==> src/rtl/bias_sequencer.sv <==
// Per-lane bias stage sequencer: walks a feature map channel by channel, adding the
// channel's bias vector to each activation lane and halving the 9-bit sum.
module bias_sequencer #(
  parameter int unsigned SIZE     = 4,
  parameter int unsigned CHANNELS = 8,
  parameter int unsigned PIXELS   = 16,
  localparam int unsigned AW      = (CHANNELS > 1) ? $clog2(CHANNELS) : 1,
  localparam int unsigned PW      = (PIXELS > 1) ? $clog2(PIXELS) : 1,
  localparam int unsigned W       = 8 * SIZE
) (
  input  logic          clock,
  input  logic          reset,
  input  logic          bias_wr_en,
  input  logic [AW-1:0] bias_wr_addr,
  input  logic [W-1:0]  bias_wr_data,
  input  logic          start,
  input  logic          in_valid,
  output logic          in_ready,
  input  logic [W-1:0]  in_data,
  output logic          out_valid,
  input  logic          out_ready,
  output logic [W-1:0]  out_data,
  output logic          out_last,
  output logic          busy,
  output logic          done,
  output logic [1:0]    state_dbg
);

  // Handshake rule on both ports: a transfer happens on a rising edge where valid
  // and ready are both high; valid never depends on ready, in_ready depends on out_*.

  typedef enum logic [1:0] {
    IDLE  = 2'd0,
    RUN   = 2'd1,
    DRAIN = 2'd2
  } state_t;

  localparam logic [AW-1:0] CH_LAST  = AW'(CHANNELS - 1);
  localparam logic [PW-1:0] PIX_LAST = PW'(PIXELS - 1);

  state_t        state_q, state_d;
  logic [AW-1:0] chan_q;
  logic [PW-1:0] pix_q;
  logic [W-1:0]  bias_mem [CHANNELS];
  logic [W-1:0]  bias_sel;
  logic [W-1:0]  comb_data;
  logic          accept;
  logic          last_beat;
  logic          out_hs;

  assign bias_sel  = bias_mem[chan_q];
  assign last_beat = (chan_q == CH_LAST) && (pix_q == PIX_LAST);
  assign out_hs    = out_valid & out_ready;
  assign accept    = (state_q == RUN) & in_valid & in_ready;
  assign state_dbg = state_q;

  // Lane sum kept at 9 bits so the halving never loses the carry.
  for (genvar i = 0; i < SIZE; i++) begin : g_lane
    logic [8:0] lane_sum;
    assign lane_sum            = {1'b0, in_data[8*i +: 8]} + {1'b0, bias_sel[8*i +: 8]};
    assign comb_data[8*i +: 8] = lane_sum[8:1];
  end

  always_comb begin
    state_d  = state_q;
    in_ready = 1'b0;
    busy     = 1'b0;
    case (state_q)
      IDLE: begin
        if (start) state_d = RUN;
      end
      RUN: begin
        busy     = 1'b1;
        in_ready = ~out_valid | out_ready;
        if (in_valid && in_ready && last_beat) state_d = DRAIN;
      end
      DRAIN: begin
        busy = 1'b1;
        if (out_hs) state_d = IDLE;
      end
      default: state_d = IDLE;
    endcase
  end

  always_ff @(posedge clock or posedge reset) begin
    if (reset) begin
      state_q   <= IDLE;
      chan_q    <= '0;
      pix_q     <= '0;
      out_data  <= '0;
      out_valid <= 1'b0;
      out_last  <= 1'b0;
      done      <= 1'b0;
    end else begin
      state_q <= state_d;
      done    <= (state_q == DRAIN) && out_hs;

      if (state_q == IDLE && start) begin
        chan_q <= '0;
        pix_q  <= '0;
      end else if (accept) begin
        if (pix_q == PIX_LAST) begin
          pix_q  <= '0;
          chan_q <= (chan_q == CH_LAST) ? '0 : chan_q + AW'(1);
        end else begin
          pix_q <= pix_q + PW'(1);
        end
      end

      // A new accept wins over a plain drain so back-to-back beats keep out_valid high.
      if (accept) begin
        out_data  <= comb_data;
        out_valid <= 1'b1;
        out_last  <= last_beat;
      end else if (out_hs) begin
        out_valid <= 1'b0;
        out_last  <= 1'b0;
      end
    end
  end

  always_ff @(posedge clock or posedge reset) begin
    if (reset) begin
      for (int c = 0; c < int'(CHANNELS); c++) bias_mem[c] <= '0;
    end else if (state_q == IDLE && bias_wr_en && 32'(bias_wr_addr) < CHANNELS) begin
      bias_mem[bias_wr_addr] <= bias_wr_data;
    end
  end

endmodule

==> config.mk <==
export PLATFORM = sky130hd
export DESIGN_NAME = bias_sequencer
export DESIGN_NICKNAME = d
export VERILOG_FILES = /design/src/rtl/bias_sequencer.sv
export SDC_FILE = /design/constraint.sdc
export NUM_CORES = 1
export LEC_CHECK = 0
export BUFFER_PORTS_ARGS = -buffer_cell sky130_fd_sc_hd__buf_4
export CAP_MARGIN = 25
export CORE_AREA = 2 2 222 224
export DETAILED_ROUTE_END_ITERATION = 10
export DIE_AREA = 0 0 224 226
export PLACE_DENSITY_LB_ADDON = 0.08
export SLEW_MARGIN = 10
export SYNTH_ARGS = -nofsm -noshare
export SYNTH_HDL_FRONTEND = slang
export SYNTH_SLANG_ARGS = --single-unit
==> constraint.sdc <==
create_clock -name clock -period 12 [get_ports clock]
set_input_delay 1.2 -clock clock [delete_from_list [all_inputs] [get_ports clock]]
set_output_delay 1.2 -clock clock [all_outputs]
set_load 0.05 [all_outputs]
### After elaboration in Yosys (flattened, before gate mapping)

Index checks and enable logic that the tools add are counted.

| word-level totals | value |
|---|---|
| output and inout port bits | 39 |
| bits in registers | 300 |

| operators by class | value |
|---|---|
| $add $sub $neg | 6 |
| bitwise gates (word level) | 7 |
| equal/unequal tests | 7 |
| magnitude comparators | 3 |
| reductions and logical operators | 14 |
| multiplexer cells | 22 |

Operator list:

| operator | number |
|---|---|
| $bwmux W256 | 1 |
| $bmux W32 S3 | 1 |
| $demux W32 S3 | 1 |
| $mux W32 | 3 |
| $add A8 B8 Y9 | 4 |
| $mux W3 | 4 |
| $mux W4 | 3 |
| $ge A4 B4 Y1 const B | 2 |
| $not A3 Y4 | 2 |
| $logic_and A1 B1 Y1 | 7 |
| $mux W2 | 3 |
| $pmux W2 S3 | 1 |
| $reduce_bool A2 Y1 | 3 |
| $mux W1 | 5 |
| $add A4 B1 Y4 const B | 1 |
| $eq A4 B4 Y1 const B | 1 |
| $lt A4 B1 Y1 const B | 1 |
| $ne A2 B2 Y1 const B | 2 |
| $add A3 B1 Y3 const B | 1 |
| $and A1 B1 Y1 | 3 |
| $eq A3 B3 Y1 const B | 1 |
| $reduce_and A3 Y1 | 1 |
| $eq A2 B1 Y1 const B | 1 |
| $eq A2 B2 Y1 const B | 1 |
| 6 further kinds | 6 |

### Logic depth before layout (Yosys ltp)

Gate-level depths: netlist (run 1).

| depth | value |
|---|---|
| depth after elaboration | 6 |
| depth in mapped cells | 12 |
| depth with buffers taken out | 10 |

### Worst setup path before layout (run 1)

OpenSTA, ideal clock, no wires.

| timing path | value |
|---|---|
| path type | input to output |
| start | input port out_ready |
| end | output port in_ready |
| path slack | 9.022 ns |
| arrival | 1.778 ns |
| stages | 2 |
| buffers on the path | 0 |
| cell sequence | nand2b_1 and2_1 |

| on the way | value |
|---|---|
| longest elaborated chain between the ends | 2 |

Ends and longest elaborated chain:

| element | line | RTL |
|---|---|---|
| start: declaration | 21 | `input logic out_ready,` |
| $or A1 B1 Y1 | 74 | `in_ready = ~out_valid \| out_ready;` |
| $mux W1 | 68 | `case (state_q)` |
| end: declaration | 18 | `output logic in_ready,` |

No other way between the ends.

### Worst setup path after layout (run 1)

| timing path | value |
|---|---|
| start | register chan_q[0] |
| end | register out_data[7] |

| on the way | value |
|---|---|
| longest elaborated chain between the ends | 5 |

Ends and longest elaborated chain:

| element | line | RTL |
|---|---|---|
| start: declaration | 42 | `logic [AW-1:0] chan_q;` |
| start signal: assignment | 104 | `chan_q <= (chan_q == CH_LAST) ? '0 : chan_q + AW'(1);` |
| $not A3 Y4 (implied by the code) | 51 | `assign bias_sel = bias_mem[chan_q];` |
| $bmux W32 S3 | 51 |  |
| $mux W32 (implied by the code) (2 in a row) | 51 |  |
| $add A8 B8 Y9 | 60 | `assign lane_sum = {1'b0, in_data[8*i +: 8]} + {1'b0, bias_sel[8*i +: 8]};` |
| end signal: assignment | 112 | `out_data <= comb_data;` |
| end: declaration | 22 | `output logic [W-1:0] out_data,` |

No other way between the ends. The select of a mux whose other input is x is not followed.
A chain may end at the register's enable or synchronous reset.

==> impl_results.md, run 1 <==
- Vias per inst: 4.89
- CTS clk-pin slew, worst paths: 60 ps
- RSZ-0062 raised after global routing: false
- Largest net degree at the start of global routing: 85
- Largest area contributor in the netlist: dfrtp_1
- Worst skew pair latency: around 550 ps
- Initial DRT Pass Iterations: 5
- Register area share after synthesis: 0.525
- N_diodes: 0
- Initial core utilization: 0.296
- Slew @ Worst Pin: 947 ps
- Clk root buf: clkbuf_16
- Core area: 48,300 um2
- Slew headroom: 0.369
- Die footprint: 50,600 um2
- DRC: 0
- Clock Sinks: 300
- Vias in the first global route: 9,257
- I/O Pins: 112
- Post-detailed-route count of antenna-violating nets: 0
- Synth top cells by count: 300 x dfrtp_1, 269 x mux2_2, 56 x mux4_2
- Share of cells above drive strength 1: 0.459
- Library cells used by synthesis: 38
- Critical path endpoint category: flip-flop
- GRT Util Overall: 0.157
- Synth area leaders: dfrtp_1 52%, mux2_2 21%, mux4_2 8.8%, ha_1 3.1%, mux2i_1 1.4%
- DPL Wire Length: 24,000 um
- Synth-to-Final Area Change: 20.2%
- Vias: 8,654
- Synth warn: 0
- Synth top area share: 0.525
- Top achievable clock speed: 250 MHz
- VDD IR max: between 80 and 90 uV
- Critical Path AT: approximately 4400 ps
- Most common cell in the netlist: dfrtp_1
- Post-CTS Setup Inserts: 0
- Final Skew: 19.1 ps
- PortBufs: 111
- Synthesized Nets: 1,115
- Final Power: 4.39 mW
- Syn avg cell area: 14.3 um2
- Register bit total from synthesis: 300
- Outcome: finished, final reports clean
- Post-synth EDFFs: 0
- Final hold vios: 0
- Final wirelength: 38,200 um
- Final min period: 4010 ps
- Crit-path max FO: 43
- Prevailing post-synth register cell: dfrtp_1
- First-pass GRT wire length: 59,200 um
- Critical path class: reg2reg
- Grt ovf: 0
- Final RePlAce weighted congestion: about 0.7
- Per-cell routed wire length: 21.6 um
- DRT iter0 DRCs: 363
- Max-cap viol count: 0
- Chip Height: approximately 230 um
- Antenna violations before repair: 3
- Tcrit/Tclk final: 0.334
- Number of H-tree levels: 2
- Min-delay worst type: reg2reg
- Final setup violation count: 0
- Cell Area, Synth: 14,300 um2
- Rows: 81
- Cts bufs inserted: 37
- Post-Syn Instances: approximately 1,000
- Die W: 224 um
- Static Leakage: 7.38 nW
- Crit path launch type: flip-flop
- Fin. max-slew vios: 0
- NumNets Final: 1,233
- Power per Cell Area: approximately 260 nW/um2
- Asr flop ratio synth: 1.00
- Post-CTS resize count: 0
- Hold-fix buffers, CTS: 0
- CTS tree: built
- Clk buf depth: 3
- Critical Path RT: 12,430 ps
- Post-route setup TNS: 0 ps
[sequential cells by signal, summed over array words and instances, names as in the netlist]
name,flops
bias_mem,256
chan_q,3
done,1
out_data,32
out_last,1
out_valid,1
pix_q,4
state_dbg,2
[final cells by class]
type | instances | area, um2
multi-input cells | 628 | 6520
clock inverters | 9 | 124
clock buffers | 59 | 1130
well taps | 622 | 778
repair buffers | 130 | 1030
flip-flops and latches | 300 | 7520
inverters | 23 | 93.8
fillers | 4656 | 31100
[power by group]
| part | total [mW] | internal (mW) | switching [mW] |
|---|---|---|---|
| sequential | 1.75 | 1.50 | 0.248 |
| clock | 1.15 | 0.711 | 0.439 |
| combinational | 1.49 | 0.761 | 0.727 |
[per-layer routing]
metal / GRT usage / vias up / share of wire
li1: - / 3917 / -
met3: 0.0301 / 48 / 0.041
met1: 0.215 / 4540 / 0.47
met5: 0 / - / 0.00089
met2: 0.253 / 143 / 0.47
met4: 0.0437 / 6 / 0.017
[critical path, cell delays in order, from the launching register on]
cell,delay [ps]
dfrtp_4,820
buf_4,800
mux4_2,600
mux2_2,280
ha_1,330
nor2b_1,150
o21a_1,180
o21ai_0,280
a21oi_1,130
o21ai_0,180
a21oi_1,80
[cells in the final DEF (no fill, tap or decap), types with 10 or more instances in the layout]
master / count
nand2_1: 45
buf_4: 126
nor2b_1: 10
o21ai_0: 22
mux2i_1: 20
inv_1: 22
a21oi_1: 27
mux2_1: 17
dfrtp_1: 297
clkbuf_16: 39
clkbuf_1: 12
ha_1: 36
o21ai_1: 20
mux4_2: 56
mux2_2: 269
nor2_1: 18
[through the flow]
| step | hold WS, ps | setup WS [ps] | instances | utilization | cell area (um2) |
|---|---|---|---|---|---|
| finish | 482 | 7990 | 1771 | 0.356 | 17200 |
| global route | 498 | 7600 | 1771 | 0.356 | 17200 |
| CTS | 486 | 7900 | 1768 | 0.354 | 17100 |
| detailed placement | 473 | 7900 | 1700 | 0.328 | 15900 |
| global placement | 462 | 7930 | 1699 | 0.328 | 15900 |
| floorplan | 452 | 2510 | 1002 | - | 14300 |
[logic make-up after synthesis]
group                      count (synthesis)  share of synthesized area
DFF                                      300                      0.525
and+or+nand+nor                          110                     0.0353
adders and majority gates                 40                     0.0371
xor gates and xnor gates                  18                     0.0110
buffers and inverters                     74                     0.0227
AOI/OAI and AO/OA                         98                     0.0420
muxes                                    362                      0.327
[path summary, 6_finish.rpt]
path | slack (ps) | endpoint | start | cells past startpoint
max | 7990 | out_data[7] | chan_q[0] | 10
min | 480 | bias_mem[62] | bias_mem[62] | 1
max reg2reg | 7990 | out_data[7] | chan_q[0] | 10
min reg2reg | 480 | bias_mem[62] | bias_mem[62] | 1
max in group asynchronous | 9240 | bias_mem[217] | reset | 6
min in group asynchronous | 760 | bias_mem[237] | reset | 2
Power figures use the tool's default switching activity.
==> run 2, diff against run 1 <==
==> constraint.sdc (replaced) <==
create_clock -name clock -period 3.8 [get_ports clock]
set_input_delay 0.38 -clock clock [delete_from_list [all_inputs] [get_ports clock]]
set_output_delay 0.38 -clock clock [all_outputs]
set_load 0.05 [all_outputs]
==> impl_results.md, run 2 (synthesis results as in run 1) <==
- Vias: 8,589 (-0.75%)
- Core area: 48,300 um2 (unchanged)
- Min-delay src: out_ready
- Crit-path max FO: 31 (-28%)
- GRT Util Overall: 0.159 (+0.00176)
- Register-to-register setup slack: 590 ps (-7400 ps)
- Clk buf depth: 3 (unchanged)
- Critical path buffers and inverters: 0 (-1)
- Clock Sinks: 300 (unchanged)
- CTS tree: built
- Filler cell count in the final layout: 4,680 (+0.52%)
- I/O Pins: 112 (unchanged)
- Final Skew: 13.8 ps (-5.31 ps)
- DPL Wire Length: 25,000 um (+4.5%)
- Vias in the first global route: 9,086 (-1.8%)
- VDD IR max: 312 uV (+290%)
- DRC: 0 (unchanged)
- Critical path endpoint category: flip-flop
- Initial core utilization: 0.296 (unchanged)
- Final min period: 3210 ps (-801 ps)
- Post-CTS resize count: 0 (unchanged)
- Vias per inst: 4.81 (-1.5%)
- Die W: 224 um (unchanged)
- Fin. max-slew vios: 0 (unchanged)
- Post-CTS Setup Inserts: 0 (unchanged)
- NumNets Final: 1,247 (+1.1%)
- DRT iter0 DRCs: 358 (-1.4%)
- Top achievable clock speed: 312 MHz (+25%)
- Synth-to-Final Area Change: 21.8%
- N_diodes: 0 (unchanged)
- Final setup violation count: 0 (unchanged)
- Critical Path RT: 4230 ps (-8200 ps)
- Most flop-heavy register: bias_mem
- First-pass GRT wire length: 59,600 um (+0.72%)
- FF-to-FF Start: chan_q[1]
- Final wirelength: 39,200 um (+2.4%)
- CP peak stage delay: 810 ps (about the same)
- Largest net degree at the start of global routing: 97 (+14%)
- Number of H-tree levels: 2 (unchanged)
- Grt ovf: 0 (unchanged)
- R2R depth: 9 (-1)
- Rows: 81 (unchanged)
- CTS clk-pin slew, worst paths: 60 ps (about the same)
- Worst skew pair latency: 550 ps (about the same)
- Delay-heaviest family, CP: multiplexers
- Slew @ Worst Pin: 766 ps (-180 ps)
- Tcrit/Tclk final: 0.844 (+0.510)
- Initial DRT Pass Iterations: 4 (-1)
- Per-cell routed wire length: 21.9 um (+1.6%)
- Crit path launch type: flip-flop
- Max-cap viol count: 0 (unchanged)
- Most common cell after layout, fill and taps aside: dfrtp_1
- Die footprint: 50,600 um2 (unchanged)
- Critical path class: reg2reg
- Min-delay worst type: in2reg
- Most frequent cells in the layout: 297 x dfrtp_1, 269 x mux2_2, 134 x buf_4, 56 x mux4_2, 45 x nand2_1
- Critical Path AT: 3630 ps (-810 ps)
- Slew headroom: 0.487 (+0.118)
- Hold-fix buffers, CTS: 1 (+1)
- Cells along the critical path: mux4_2 > mux2i_1 > fa_1 > nor2b_1 > o21a_1 > o21ai_0 > a21oi_1 > o21ai_0 > a21oi_1
- Clk root buf: clkbuf_16
- Hold Crit Depth: 2 (+1)
- Final hold vios: 0 (unchanged)
- PortBufs: 111 (unchanged)
- Post-route setup TNS: 0 ps (unchanged)
- Static Leakage: 7.49 nW (+1.6%)
- Share of cells above drive strength 1: 0.468 (+0.00910)
- Post-detailed-route count of antenna-violating nets: 0 (unchanged)
- Antenna violations before repair: 1 (-2)
- RSZ-0062 raised after global routing: false
- Power per Cell Area: 811 nW/um2 (+220%)
- End of the worst register-to-register path: out_data[7]
- Chip Height: 226 um (unchanged)
- Hold endpoint: done
- Final Power: 14.1 mW (+220%)
- Largest regs: bias_mem (256), out_data (32), pix_q (4)
- Final RePlAce weighted congestion: 0.745 (+3.8%)
- Cts bufs inserted: 39 (+5.4%)
- Slowest CP cell: dfrtp_4
- Outcome: finished, final reports clean
- Max reg flops: 256 (unchanged)
[run 2: changes by cell type in the layout (fill, tap and decap cells not counted), moves of 2 or more]
cell / previous run / this run
clkbuf_8: 8 / 12
clkbuf_1: 12 / 8
buf_4: 126 / 134
clkinvlp_4: 0 / 2
buf_12: 3 / 7
clkbuf_16: 39 / 41
[run 2: report_power, final]
group	switching [mW]	total, mW	internal (mW)
sequential	0.803	5.55	4.74
clock	1.42	3.89	2.47
combinational	2.30	4.69	2.39
total	4.52	14.1	9.61
[run 2: worst max-delay path by stage]
stage	slack (ps)	end	start	depth (start not counted)
finish	590	out_data[7]	chan_q[1]	9
global route	340	out_data[23]	chan_q[1]	9
CTS	580	out_data[28]	chan_q[1]	9
detailed placement	600	out_data[28]	chan_q[1]	9
global placement	600	out_data[28]	chan_q[1]	9
floorplan	-570	bias_mem[0]	reset	1
[run 2: cell type report]
cell class,instances,area (um2),share of cell area
tap,622,778,0.0447
timing repair buffer,142,1160,0.0663
clock buffer,61,1220,0.0701
sequential,300,7520,0.431
clock inverter,9,148,0.00847
multi-input combinational,628,6520,0.374
inverter,23,90.1,0.00517
[run 2: metrics by stage]
stage / instance area (um2) / setup slack, ps / instances / utilization / hold slack (ps)
finish: 17400 / 593 / 1785 / 0.361 / 87.7
detailed placement: 16000 / 597 / 1714 / 0.332 / 440
global route: 17400 / 344 / 1785 / 0.361 / 81.1
floorplan: 14300 / -567 / 1002 / - / 452
CTS: 17400 / 579 / 1785 / 0.361 / 53.5
global placement: 16000 / 603 / 1714 / 0.332 / 446
[run 2: metal layers]
metal / track usage / vias to the layer above / part of all wire
met5: 0 / - / 0.00033
met4: 0.0355 / 2 / 0.016
met3: 0.0333 / 50 / 0.039
met2: 0.242 / 137 / 0.45
met1: 0.230 / 4447 / 0.50
li1: - / 3953 / -
==> run 3, diff against run 2 <==
--- a/config.mk
+++ b/config.mk
@@ -5,6 +5,7 @@
 export SDC_FILE = /design/constraint.sdc
 export NUM_CORES = 1
 export LEC_CHECK = 0
+export ABC_AREA = 1
 export BUFFER_PORTS_ARGS = -buffer_cell sky130_fd_sc_hd__buf_4
 export CAP_MARGIN = 25
 export CORE_AREA = 2 2 222 224
==> constraint.sdc (replaced) <==
create_clock -name clock -period 3.1 [get_ports clock]
set_input_delay 0.31 -clock clock [delete_from_list [all_inputs] [get_ports clock]]
set_output_delay 0.31 -clock clock [all_outputs]
set_load 0.05 [all_outputs]
==> impl_results.md, run 3 <==
- Clock Sinks: 300 (unchanged)
- Max-cap viol count: 0 (unchanged)
- Tcrit/Tclk final: 0.919 (+0.0749)
- Filler cell count in the final layout: 5,088 (+8.7%)
- First-pass GRT wire length: 69,500 um (+17%)
- Slew @ Worst Pin: 780 ps (+14.0 ps)
- I/O Pins: 112 (unchanged)
- Most flop-heavy register: bias_mem
- RSZ-0062 raised after global routing: false
- Vias in the first global route: 11,800 (+30%)
- Post-detailed-route count of antenna-violating nets: 0 (unchanged)
- Cts bufs inserted: 38 (-2.6%)
- DPL Wire Length: 26,300 um (+5.0%)
- Vias per inst: 4.78 (-0.62%)
- Largest area contributor in the netlist: dfrtp_1
- Critical path endpoint category: flip-flop
- Vias: 11,900 (+38%)
- GRT Util Overall: 0.178 (+0.0192)
- NumNets Final: 1,951 (+56%)
- Antenna violations before repair: 0 (-1)
- Register area: 7510 um2 (about the same)
- Post-synth EDFFs: 0 (unchanged)
- Register bit total from synthesis: 300 (unchanged)
- Post-route setup TNS: 0 ps (unchanged)
- Max reg flops: 256 (unchanged)
- Prevailing post-synth register cell: dfrtp_1
- Final setup violation count: 0 (unchanged)
- Asr flop ratio synth: 1.00 (unchanged)
- PortBufs: 111 (unchanged)
- VDD IR max: 542 uV (+74%)
- CTS tree: built
- Initial core utilization: 0.296 (about the same)
- Fin. max-slew vios: 0 (unchanged)
- Critical Path RT: 3520 ps (-710 ps)
- Synth warn: 0 (unchanged)
- Clk buf depth: 3 (unchanged)
- Final hold vios: 0 (unchanged)
- Cell Area, Placed: 15,900 um2 (-0.78%)
- N_diodes: 0 (unchanged)
- Post-Syn Instances: 1,743 (+74%)
- Grt ovf: 0 (unchanged)
- Die footprint: 50,600 um2 (unchanged)
- DRT iter0 DRCs: 753 (+110%)
- Share of cells above drive strength 1: 0.131 (-0.337)
- Power per Cell Area: 1180 nW/um2 (+45%)
- Synth area leaders: dfrtp_1 53%, o21ai_0 13%, nand2_1 11%, nor2_1 5.5%, ha_1 3.2%
- Number of H-tree levels: 2 (unchanged)
- Initial DRT Pass Iterations: 5 (+1)
- Min-delay worst type: in2reg
- CTS clk-pin slew, worst paths: 60 ps (about the same)
- Chip Height: 226 um (unchanged)
- Final Skew: 14.0 ps (+0.239 ps)
- Synth top cells by count: 406 x nand2_1, 381 x o21ai_0, 300 x dfrtp_1
- Most common cell after layout, fill and taps aside: nand2_1
- Largest net degree at the start of global routing: 111 (+14%)
- Rows: 81 (unchanged)
- Most common cell in the netlist: nand2_1
- Critical Path AT: 3270 ps (-360 ps)
- Worst skew pair latency: 550 ps (about the same)
- Library cells used by synthesis: 29 (-24%)
- Syn avg cell area: 8.20 um2 (-43%)
- Largest regs: bias_mem (256), out_data (32), pix_q (4)
- Multi-input logic area: 5920 um2 (-9.2%)
- Cell Area, Synth: 14,300 um2 (about the same)
- Synthesized Nets: 1,856 (+66%)
- Critical path class: reg2reg
- Final min period: 2850 ps (-359 ps)
- Crit-path max FO: 28 (-9.7%)
- Synth-to-Final Area Change: 21.1%
- Post-route cell area: 17,300 um2 (-0.65%)
- Core area: 48,300 um2 (unchanged)
- Most frequent cells in the layout: 398 x nand2_1, 380 x o21ai_0, 298 x dfrtp_1, 208 x nor2_1, 141 x buf_4
- Slew headroom: 0.480 (-0.00751)
- Synth top area share: 0.525 (about the same)
- DRC: 0 (unchanged)
- Final RePlAce weighted congestion: 0.769 (+3.3%)
- Static Leakage: 8.35 nW (+11%)
- Final Power: 20.4 mW (+44%)
- Top achievable clock speed: 351 MHz (+13%)
- Die W: 224 um (unchanged)
- Outcome: finished, final reports clean
- Per-cell routed wire length: 17.7 um (-20%)
- Clk root buf: clkbuf_16
- Final wirelength: 43,900 um (+12%)
- Crit path launch type: flip-flop
- Post-CTS Setup Inserts: 0 (unchanged)
- Register area share after synthesis: 0.525 (about the same)
==> run 3: changes by cell type in the layout (fill, tap and decap cells not counted), sizes merged, moves of 56 or more <==
cell   change
inv       +92
o21ai    +358
mux2     -286
mux4      -56
nor2     +189
nand2    +364
==> run 3: report_power, final <==
| part | switching (mW) | internal [mW] |
|---|---|---|
| registers | 0.899 | 5.60 |
| logic | 5.90 | 3.43 |
| clock network | 1.75 | 2.82 |
==> run 3: logic make-up after synthesis <==
group	synth area share
buf+inv	0.0661
flops	0.525
compound gates	0.181
simple gates	0.185
xor+xnor	0.00551
fa+ha+maj	0.0371
==> run 3: metal layers <==
metal / track usage / wire, um / up-vias
met5: 0 / 0 / -
met4: 0.0527 / 914 / 0
met3: 0.0232 / 1570 / 61
met2: 0.267 / 18500 / 218
met1: 0.265 / 22900 / 5669
li1: - / - / 5935
==> run 3: repair_timing <==
action / in CTS / in global routing
resized for setup: 0 / 18
hold buffers: 1 / 0
hold endpoints to repair: 1 / 0
setup endpoints to repair: 0 / 7
==> run 3: final timing paths <==
check / from / end / slack, ps / cells after the start
setup / recovery: chan_q[0] / out_data[15] / 250 / 16
hold / removal: out_ready / out_valid / 40 / 4
setup reg to reg: chan_q[0] / out_data[15] / 250 / 16
hold reg to reg: bias_mem[131] / bias_mem[131] / 480 / 2
max in group asynchronous: reset / chan_q[0] / 1920 / 4
min in group asynchronous: reset / bias_mem[180] / 530 / 4
==> run 3: worst max-delay path, cell delays in order (launching register included) <==
cell and delay [ps]:
dfrtp_4 540, clkinv_2 120, buf_12 190, buf_6 200, o21ai_0 90, o22ai_1 170, nor2_1 70, a31oi_2 180
ha_1 310, a21oi_1 140, nand2_1 80, nand2_1 80, nand2_1 60, a21oi_1 170, nor2_1 70, o21ai_0 160
a2bb2oi_1 80
==> run 3: through the flow <==
stage	instances	hold WS [ps]	worst slack (ps)	util
4_1_cts	2484	7.22	135	0.356
2_1_floorplan	1743	448	-1200	-
3_3_place_gp	2418	460	143	0.329
6_report	2485	42.2	252	0.358
3_5_place_dp	2418	468	156	0.329
5_1_grt	2485	55.9	14.2	0.358
==> run 3: layout make-up <==
type	count	share of cell area
Multi-Input combinational cell	1223	0.342
Inverter	117	0.0259
Timing Repair Buffer	158	0.0794
Sequential cell	300	0.434
Tap cell	622	0.0449
Clock inverter	5	0.00434
Clock buffer	60	0.0697
